File: config.mk
export PLATFORM = sky130hd
export DESIGN_NAME = ifetch_queue
export DESIGN_NICKNAME = d
export VERILOG_FILES = /design/src/rtl/cpu_pkg.sv /design/src/rtl/ifq_fifo.sv /design/src/rtl/ifetch_queue.sv
export SDC_FILE = /design/constraint.sdc
export NUM_CORES = 1
export LEC_CHECK = 0
export ABC_AREA = 1
export CORE_AREA = 2 2 247 249
export CTS_CLUSTER_SIZE = 8
export DETAILED_ROUTE_END_ITERATION = 12
export DIE_AREA = 0 0 249 251
export GPL_TIMING_DRIVEN = 0
export PLACE_DENSITY = 0.47
export SETUP_SLACK_MARGIN = 0.4
export SLEW_MARGIN = 25
export SYNTH_ARGS = -nofsm -noshare
export SYNTH_HDL_FRONTEND = slang
export SYNTH_SLANG_ARGS = --single-unit
File: constraint.sdc
create_clock -name clk -period 5.2 [get_ports clk]
set_input_delay 1.04 -clock clk [delete_from_list [all_inputs] [get_ports clk]]
set_output_delay 1.04 -clock clk [all_outputs]
set_load 0.02 [all_outputs]
File: src/rtl/cpu_pkg.sv
// Shared CPU front-end constants and the instruction-queue entry layout.
// Latency: n/a (types, constants and a pure helper function only).
// Backpressure: n/a.
package cpu_pkg;

    localparam int          XLEN             = 32;
    localparam logic [31:0] RESET_PC_DEFAULT = 32'h0000_0000;
    localparam logic [31:0] INSN_NOP         = 32'h0000_0013;   // addi x0, x0, 0
    localparam logic [31:0] PC_STEP          = 32'd4;

    // One queued instruction: the fetch address travels with its word so
    // decode never has to reconstruct the PC.
    typedef struct packed {
        logic [XLEN-1:0] pc;
        logic [XLEN-1:0] ins;
    } ifq_entry_t;

    localparam int ENTRY_W = $bits(ifq_entry_t);

    // Fetch addresses are word aligned; the low two bits are simply dropped.
    function automatic logic [XLEN-1:0] align_pc(input logic [XLEN-1:0] addr);
        return {addr[XLEN-1:2], 2'b00};
    endfunction

endpackage

File: src/rtl/ifq_fifo.sv
// Circular buffer holding {pc, ins} entries for the fetch queue.
// Latency: a word pushed in cycle N is visible on head_o in cycle N+1.
// Backpressure: none internally; the caller's credit rule prevents overflow.
//
// Ports:
//   clk, rstd          clock, asynchronous active-low reset
//   flush_i            empty the queue (wins over push/pop)
//   push_i/push_dat_i  write one entry at the tail
//   pop_i              retire the head entry (ignored when empty)
//   head_o             head entry, undefined content when count_o == 0
//   count_o            number of valid entries, 0..DEPTH
module ifq_fifo
    import cpu_pkg::*;
#(
    parameter  int DEPTH = 4,
    localparam int PTR_W = $clog2(DEPTH),
    localparam int CNT_W = $clog2(DEPTH) + 1
) (
    input  logic               clk,
    input  logic               rstd,
    input  logic               flush_i,
    input  logic               push_i,
    input  logic [ENTRY_W-1:0] push_dat_i,
    input  logic               pop_i,
    output logic [ENTRY_W-1:0] head_o,
    output logic [CNT_W-1:0]   count_o
);

    ifq_entry_t       mem_q [DEPTH];
    logic [PTR_W-1:0] wr_ptr_q, wr_ptr_d;
    logic [PTR_W-1:0] rd_ptr_q, rd_ptr_d;
    logic [CNT_W-1:0] count_q, count_d;
    logic             do_push;
    logic             do_pop;

    // Guards keep the pointers coherent even if a caller misbehaves.
    assign do_push = push_i && (count_q != CNT_W'(DEPTH)) && !flush_i;
    assign do_pop  = pop_i  && (count_q != '0)            && !flush_i;

    always_comb begin
        wr_ptr_d = wr_ptr_q;
        rd_ptr_d = rd_ptr_q;
        count_d  = count_q;
        if (flush_i) begin
            wr_ptr_d = '0;
            rd_ptr_d = '0;
            count_d  = '0;
        end else begin
            // DEPTH is a power of two, so pointers wrap naturally.
            if (do_push) wr_ptr_d = wr_ptr_q + PTR_W'(1);
            if (do_pop)  rd_ptr_d = rd_ptr_q + PTR_W'(1);
            case ({do_push, do_pop})
                2'b10:   count_d = count_q + CNT_W'(1);
                2'b01:   count_d = count_q - CNT_W'(1);
                default: count_d = count_q;
            endcase
        end
    end

    always_ff @(posedge clk or negedge rstd) begin
        if (!rstd) begin
            wr_ptr_q <= '0;
            rd_ptr_q <= '0;
            count_q  <= '0;
        end else begin
            wr_ptr_q <= wr_ptr_d;
            rd_ptr_q <= rd_ptr_d;
            count_q  <= count_d;
        end
    end

    // Storage needs no reset: entries are only read once count says valid.
    always_ff @(posedge clk) begin
        if (do_push) begin
            mem_q[wr_ptr_q] <= ifq_entry_t'(push_dat_i);
        end
    end

    assign head_o  = mem_q[rd_ptr_q];
    assign count_o = count_q;

endmodule

File: src/rtl/ifetch_queue.sv
// Instruction fetch queue: issues word fetches, buffers in-order returns, hands them to decode.
// Latency: response in cycle N reaches the head in cycle N+1 (no bypass); redirect refetches in N+1.
// Backpressure: requests stop when queued + in-flight words reach DEPTH; responses are never stalled.
//
// Ports:
//   clk, rstd                         clock, asynchronous active-low reset
//   req_valid/req_ready/req_addr      fetch request channel to instruction memory
//   rsp_valid/rsp_data                in-order instruction words from memory
//   ins_valid/ins_ready/ins/ins_pc    head of queue towards decode
//   redirect/redirect_pc              flush and restart fetch at a new address
module ifetch_queue
    import cpu_pkg::*;
#(
    parameter int          DEPTH    = 4,
    parameter logic [31:0] RESET_PC = RESET_PC_DEFAULT
) (
    input  logic        clk,
    input  logic        rstd,
    output logic        req_valid,
    input  logic        req_ready,
    output logic [31:0] req_addr,
    input  logic        rsp_valid,
    input  logic [31:0] rsp_data,
    output logic        ins_valid,
    input  logic        ins_ready,
    output logic [31:0] ins,
    output logic [31:0] ins_pc,
    input  logic        redirect,
    input  logic [31:0] redirect_pc
);

    localparam int CNT_W = $clog2(DEPTH) + 1;

    logic [31:0]      req_addr_q, req_addr_d;
    logic [31:0]      rsp_pc_q,   rsp_pc_d;
    logic [CNT_W-1:0] inflight_q, inflight_d;
    logic [CNT_W-1:0] discard_q,  discard_d;

    logic [CNT_W-1:0]   count;
    logic [CNT_W:0]     credit_used;
    logic [ENTRY_W-1:0] head_raw;
    ifq_entry_t         head;
    ifq_entry_t         push_entry;
    logic               req_fire;
    logic               rsp_take;
    logic               rsp_keep;
    logic               pop;
    logic [31:0]        target_pc;

    assign target_pc = align_pc(redirect_pc);

    // Every word is either queued or still owed by memory; both hold a slot.
    // Words destined to be discarded also hold credit until they return,
    // which is conservative but keeps overflow structurally impossible.
    assign credit_used = {1'b0, count} + {1'b0, inflight_q};

    // rstd gates the request so nothing is offered while reset is held,
    // yet the first request is already up before the first post-reset edge.
    assign req_valid = rstd && !redirect && (credit_used < (CNT_W+1)'(DEPTH));
    assign req_addr  = req_addr_q;
    assign req_fire  = req_valid && req_ready;

    // A response with nothing outstanding is spurious and ignored.
    assign rsp_take = rsp_valid && (inflight_q != '0);
    assign rsp_keep = rsp_take && (discard_q == '0) && !redirect;

    assign ins_valid = (count != '0);
    assign pop       = ins_valid && ins_ready && !redirect;

    assign push_entry.pc  = rsp_pc_q;
    assign push_entry.ins = rsp_data;

    always_comb begin
        req_addr_d = req_addr_q;
        rsp_pc_d   = rsp_pc_q;
        inflight_d = inflight_q;
        discard_d  = discard_q;

        case ({req_fire, rsp_take})
            2'b10:   inflight_d = inflight_q + CNT_W'(1);
            2'b01:   inflight_d = inflight_q - CNT_W'(1);
            default: inflight_d = inflight_q;
        endcase

        if (redirect) begin
            req_addr_d = target_pc;
            rsp_pc_d   = target_pc;
            // Everything still owed by memory is stale, including words
            // already marked for discard, so the count is simply reloaded.
            discard_d  = rsp_take ? (inflight_q - CNT_W'(1)) : inflight_q;
        end else begin
            if (req_fire) begin
                req_addr_d = req_addr_q + PC_STEP;
            end
            if (rsp_keep) begin
                rsp_pc_d = rsp_pc_q + PC_STEP;
            end
            if (rsp_take && (discard_q != '0)) begin
                discard_d = discard_q - CNT_W'(1);
            end
        end
    end

    always_ff @(posedge clk or negedge rstd) begin
        if (!rstd) begin
            req_addr_q <= RESET_PC;
            rsp_pc_q   <= RESET_PC;
            inflight_q <= '0;
            discard_q  <= '0;
        end else begin
            req_addr_q <= req_addr_d;
            rsp_pc_q   <= rsp_pc_d;
            inflight_q <= inflight_d;
            discard_q  <= discard_d;
        end
    end

    ifq_fifo #(
        .DEPTH (DEPTH)
    ) u_fifo (
        .clk        (clk),
        .rstd       (rstd),
        .flush_i    (redirect),
        .push_i     (rsp_keep),
        .push_dat_i (push_entry),
        .pop_i      (pop),
        .head_o     (head_raw),
        .count_o    (count)
    );

    assign head = ifq_entry_t'(head_raw);

    // An empty queue presents a NOP at the next expected PC, which after
    // reset is RESET_PC.
    assign ins    = ins_valid ? head.ins : INSN_NOP;
    assign ins_pc = ins_valid ? head.pc  : rsp_pc_q;

endmodule

==> metrics.txt, run 1 <==
WL/cell=between 15 and 20 µm; critical path endpoint category=primary output; type of origin of the critical path=register; I/O pins=168; row count=90; Worst Setup SP=u_fifo.rd_ptr_q[1]; period utilization=81.0%; Post-Syn Area=14800 µm²; YS warnings=0; type of the worst min-delay path=in -> async; DRT Pass-1 Iters=5; Final Hold Viols=0; status=finished, final reports clean; type of the worst setup path=reg -> out; Setup violations, final=0; syn avg cell area=9.61 µm²; max_cap viols=0; CTS tree=yes; CP max FO=10; HPWL Detailed=35300 µm; Layout Nets=1857; RR Startpoint=inflight_q[0]; PD cells=403 nW/µm²; post-CTS sizing=0; CTS HTree Levels=2; pre-CTS setup slack=~1300 ps; WP data arrival=3170 ps; Critical Path RT=4160 ps; GRT overflow=0; IO Port Bufs=161; Post-CTS Hold Buffers=0; Iter 0 DRT Violations=994; clk slew on worst S/H paths=50 ps; max-slew violation count=0; Detail Route Antenna Nets=0; Netlist cell types=39; DRC viols=0; antenna violations before repair=0; RSZ-0062 raised after global routing=no; deepest clock path buffer count=3; final WL=48800 µm; Vias=between 10000 and 15000; core box area=59800 µm²; share of layout cells above drive strength 1=6.69%; vias in the first global route=~12000; sequential cell area fraction in the yosys report=62.5%; async set-or-reset flop fraction in the synthesized netlist=22.7%; total CTS buffers=46; largest net degree at the start of global routing=41; Main synth FF type=edfxtp_1; Cells after Synth=1544; VDD IR max=181 µV; post-route setup slack=990 ps; initial core utilization=24.8%; final core occ=roughly 32%; total track usage=around 16%; Antenna diodes=0; global-route wire length before repair=about 74000 µm; Die Span Y=251 µm; worst skew pair latency=550 ps; total power=7.72 mW; Worst Skew=~19 ps; Period minus WS final=4210 ps; leakage=7.04 nW; register bit count reported by yosys=321; die area=62500 µm²; Fillers=~6000; Slew HR=51.0%; fmax=238 MHz; total setup buffers inserted after CTS=0; Final GP Congestion=0.930; drt via density=4.62; die width=around 250 µm; CTS Root Cell=clkbuf_16; CTS Sinks=321; Post-synth EDFFs=248; area growth from synthesis to layout=29.0%; Worst-Margin Slew=734 ps
## registers in the layout (all words and copies together), names as in the netlist
name	count
u_fifo.count_o	3
discard_q	3
u_fifo.mem_q	248
req_addr	30
u_fifo.rd_ptr_q	2
u_fifo.wr_ptr_q	2
rsp_pc_q	30
inflight_q	3
## metal layers
| layer | GRT usage (%) | routed length, µm | up-vias |
|---|---|---|---|
| li1 | - | - | 5720 |
| met1 | 21.2 | 22400 | 5727 |
| met2 | 25.6 | 22800 | 380 |
| met3 | 2.69 | 2690 | 74 |
| met4 | 3.58 | 907 | 0 |
| met5 | 0 | 0 | - |
## report_power, final
group	internal [mW]	switching (mW)	leakage, nW
clock	1.62	1.08	0.612
sequential	2.96	0.231	3.12
combinational	0.686	1.15	3.31
## logic make-up after synthesis
group                      count (synthesis)  share of synthesized area (%)
adders and majority gates                 15                           1.32
buffers and inverters                    167                           4.64
other                                      1                         0.0253
DFF                                      321                           62.5
AOI/OAI and AO/OA                        286                           10.4
and+or+nand+nor                          740                           20.3
xor gates and xnor gates                  14                          0.826
## final timing paths
check,slack (ps),endpoint,cells past startpoint
max in group asynchronous,4240,rsp_pc_q[8],2
max reg2reg,1930,u_fifo.mem_q[2][10],13
max,990,ins_pc[13],8
min in group clk,560,u_fifo.wr_ptr_q[1],2
min,380,req_addr[28],1
min reg2reg,560,u_fifo.wr_ptr_q[1],2
## cells in the final DEF (no fill, tap or decap), types with 4 or more instances in the layout
master             n
a21oi_1           49
a31oi_1            9
buf_1              9
buf_16            11
buf_2             19
buf_4             10
clkbuf_1          54
clkbuf_16         46
clkdlybuf4s50_1  160
conb_1             4
dfrtp_1           73
edfxtp_1         248
ha_1              14
inv_1             90
inv_2              5
nand2_1          317
nand2_2            5
nand3_1           86
nand3b_1           8
nand4_1            9
nor2_1           294
nor2_2             5
nor2_4             6
nor3_1             4
o211ai_1          12
o21ai_0          171
o21ai_1            7
o22ai_1           28
xnor2_1            4
xor2_1            10
## worst max-delay path, cell delays in order, from the launching register on
cell             delay, ps
dfrtp_1                350
buf_2                  200
inv_2                  230
clkbuf_1               430
o21ai_0                180
o22ai_1                150
nand2_1                 90
o21ai_0                260
clkdlybuf4s50_1        730
## synth_stat cells (10+ instances only)
cell,instances,area share [%]
edfxtp_1,248,50
buf_2,19,0.64
o22ai_1,28,1.2
nand2_1,317,8.0
buf_4,10,0.51
a21oi_1,49,1.7
nand3_1,86,2.9
xor2_1,10,0.59
nor2_1,298,7.5
clkbuf_1,33,0.83
o21ai_0,171,5.8
o211ai_1,12,0.61
ha_1,14,1.2
dfrtp_1,73,12
inv_1,90,2.3
## stage by stage
stage	hold slack (ps)	setup TNS [ps]	area, µm²	std cells
4_1_cts	384	0	19100	2576
5_1_grt	402	0	19100	2576
3_5_place_dp	553	0	17900	2506
3_3_place_gp	542	-678690	17400	2490
6_report	383	0	19100	2576
2_1_floorplan	496	0	14800	1547
## layout make-up
| type | count | area (µm²) | share of cell area, % |
|---|---|---|---|
| Sequential cell | 321 | 9270 | 48.5 |
| Multi-Input combinational cell | 1059 | 4920 | 25.7 |
| Timing Repair Buffer | 177 | 2010 | 10.5 |
| Clock buffer | 67 | 1230 | 6.43 |
| Tap cell | 782 | 978 | 5.11 |
| Inverter | 96 | 360 | 1.88 |
| Buffer | 71 | 328 | 1.71 |
| Clock inverter | 3 | 45.0 | 0.235 |
No activity file was read; power rests on OpenSTA's default activity.
==> run 2, diff against run 1 <==
- PLACE_DENSITY: 0.47 -> 0.48
- clock period: 5.2 -> 3.7 ns (I/O delays scaled with it)
==> metrics.txt, run 2 (synthesized netlist as in run 1, its figures left out) <==
Post-CTS Hold Buffers=0 (unchanged); period utilization=86.6%; VDD IR max=288 µV (+59%); leakage=7.32 nW (+4.0%); Crit Reg-Reg Endpoint=u_fifo.mem_q[0][13]; most used routing layer in global routing=met2; CTS Root Cell=clkbuf_16; DRT Pass-1 Iters=7 (+2); post-route setup slack=497 ps (-493 ps); commonest non-fill, non-tap cell in the layout=nand2_1; max-slew violation count=0 (unchanged); HPWL Detailed=34700 µm (-1.6%); final core occ=31.9% (-0.056 points); drt via density=4.65 (+0.70%); met1 Usage GRT=20.7% (-0.47 points); Vias=12036 (+1.1%); deepest clock path buffer count=3 (unchanged); fmax=312 MHz; placed cell areas=17800 µm² (-0.27%); RR Startpoint=inflight_q[0]; area growth from synthesis to layout=28.8%; Detail Route Antenna Nets=0 (unchanged); Slew HR=47.8% (-3.3 points); RSZ-0062 raised after global routing=yes; Worst Skew=12.2 ps (-6.73 ps); antenna violations before repair=1 (+1); Iter 0 DRT Violations=914 (-8.0%); clk slew on worst S/H paths=50 ps (about the same); Final GP Congestion=0.920 (-1.0%); Antenna diodes=0 (unchanged); Non-Filler Instances=2587 (+0.43%); largest net degree at the start of global routing=44 (+7.3%); CP max FO=10 (unchanged); die width=249 µm (unchanged); leading cell types in the layout, fill and taps excluded=nand2_1, nor2_1, edfxtp_1; max_cap viols=0 (unchanged); cell area after layout=19100 µm² (-0.18%); type of the worst setup path=reg -> out; Fin Setup TNS=0 ps (unchanged); Biggest register=u_fifo.mem_q; CTS tree=yes; CTS Sinks=321 (unchanged); PD cells=567 nW/µm² (+41%); placed insts=2504 (-0.080%); global-route wire length before repair=74000 µm (about the same); die area=62500 µm² (unchanged); GRT overflow=0 (unchanged); CTS HTree Levels=2 (unchanged); met2 usage=25.7% (+0.080 points); max reg flops=248 (unchanged); Critical Path RT=2960 ps (-1200 ps); WL/cell=19.1 µm (+0.66%); worst skew pair latency=570 ps (+20 ps); Final Hold Viols=0 (unchanged); Layout Nets=1856 (-0.054%); R2R setup slack=780 ps (-1150 ps); status=finished, final reports clean; I/O pins=168 (unchanged); total track usage=15.6% (+0.11 points); vias in the first global route=11859 (+0.73%); share of layout cells above drive strength 1=10.3% (+3.6 points); IO Port Bufs=161 (unchanged); total CTS buffers=46 (unchanged); Period minus WS final=3200 ps; global routing usage on met3=3.26% (+0.57 points); DRC viols=0 (unchanged); type of origin of the critical path=register; final WL=49300 µm (+1.1%); row count=90 (unchanged); Worst-Margin Slew=784 ps (+49.2 ps); Die Span Y=251 µm (unchanged); Setup violations, final=0 (unchanged); type of the worst min-delay path=in -> async; core box area=59800 µm² (unchanged); WP data arrival=2460 ps (-710 ps); Worst R2R Path Depth=12 (-1); initial core utilization=24.8% (unchanged); Fillers=6120 (-0.28%); pre-CTS setup slack=179 ps (-1140 ps); critical path endpoint category=primary output
-- run 2: worst max-delay path: stages (launching register included) --
cell,delay (ps)
dfrtp_1,350
clkbuf_4,200
inv_4,130
buf_4,200
buf_4,220
nor2_1,70
o22ai_1,180
nand2_1,90
o21ai_1,210
clkbuf_2,240
-- run 2: layer usage --
metal,part of all wire [%],wire [µm]
met3,6.2,3060
met5,0.022,11
met2,46,22900
met4,2.4,1210
met1,45,22100
-- run 2: worst max-delay path by stage --
stage / from / endpoint
after floorplan: inflight_q[0] / u_fifo.mem_q[0][0]
after detailed placement: rsp_valid / u_fifo.mem_q[1][20]
after global routing: u_fifo.rd_ptr_q[0] / ins_pc[12]
after CTS: u_fifo.rd_ptr_q[0] / ins_pc[12]
final: u_fifo.rd_ptr_q[0] / ins_pc[12]
after global placement: rstd / req_valid
-- run 2: per-stage QoR --
| step | hold WS, ps | power [mW] |
|---|---|---|
| after CTS | 104 | 11.0 |
| after detailed placement | 559 | 7.12 |
| final | 117 | 10.8 |
| after floorplan | 444 | 5.82 |
| after global placement | 542 | 7.08 |
| after global routing | 133 | 11.4 |
-- run 2: timing repair --
action	in CTS	in global routing
endpoints found under the setup margin	63	51
cloned	0	0
pin swaps	0	1
gates resized for setup	147	76
setup buffers	0	1
-- run 2: area by class of cell --
| cell class | instances | area [µm²] | share of cell area, % |
|---|---|---|---|
| well taps | 782 | 978 | 5.12 |
| plain buffers | 71 | 408 | 2.14 |
| clock inverters | 3 | 41.3 | 0.216 |
| inverters | 96 | 363 | 1.90 |
| multi-input cells | 1059 | 4940 | 25.9 |
| flip-flops and latches | 321 | 9270 | 48.5 |
| clock buffers | 79 | 1270 | 6.67 |
| repair buffers | 176 | 1820 | 9.54 |
-- run 2: where the power goes --
| group | total (mW) | internal (mW) | switching (mW) |
|---|---|---|---|
| clock | 3.89 | 2.32 | 1.57 |
| sequential | 4.47 | 4.15 | 0.317 |
| combinational | 2.46 | 0.843 | 1.62 |
| total | 10.8 | 7.32 | 3.51 |
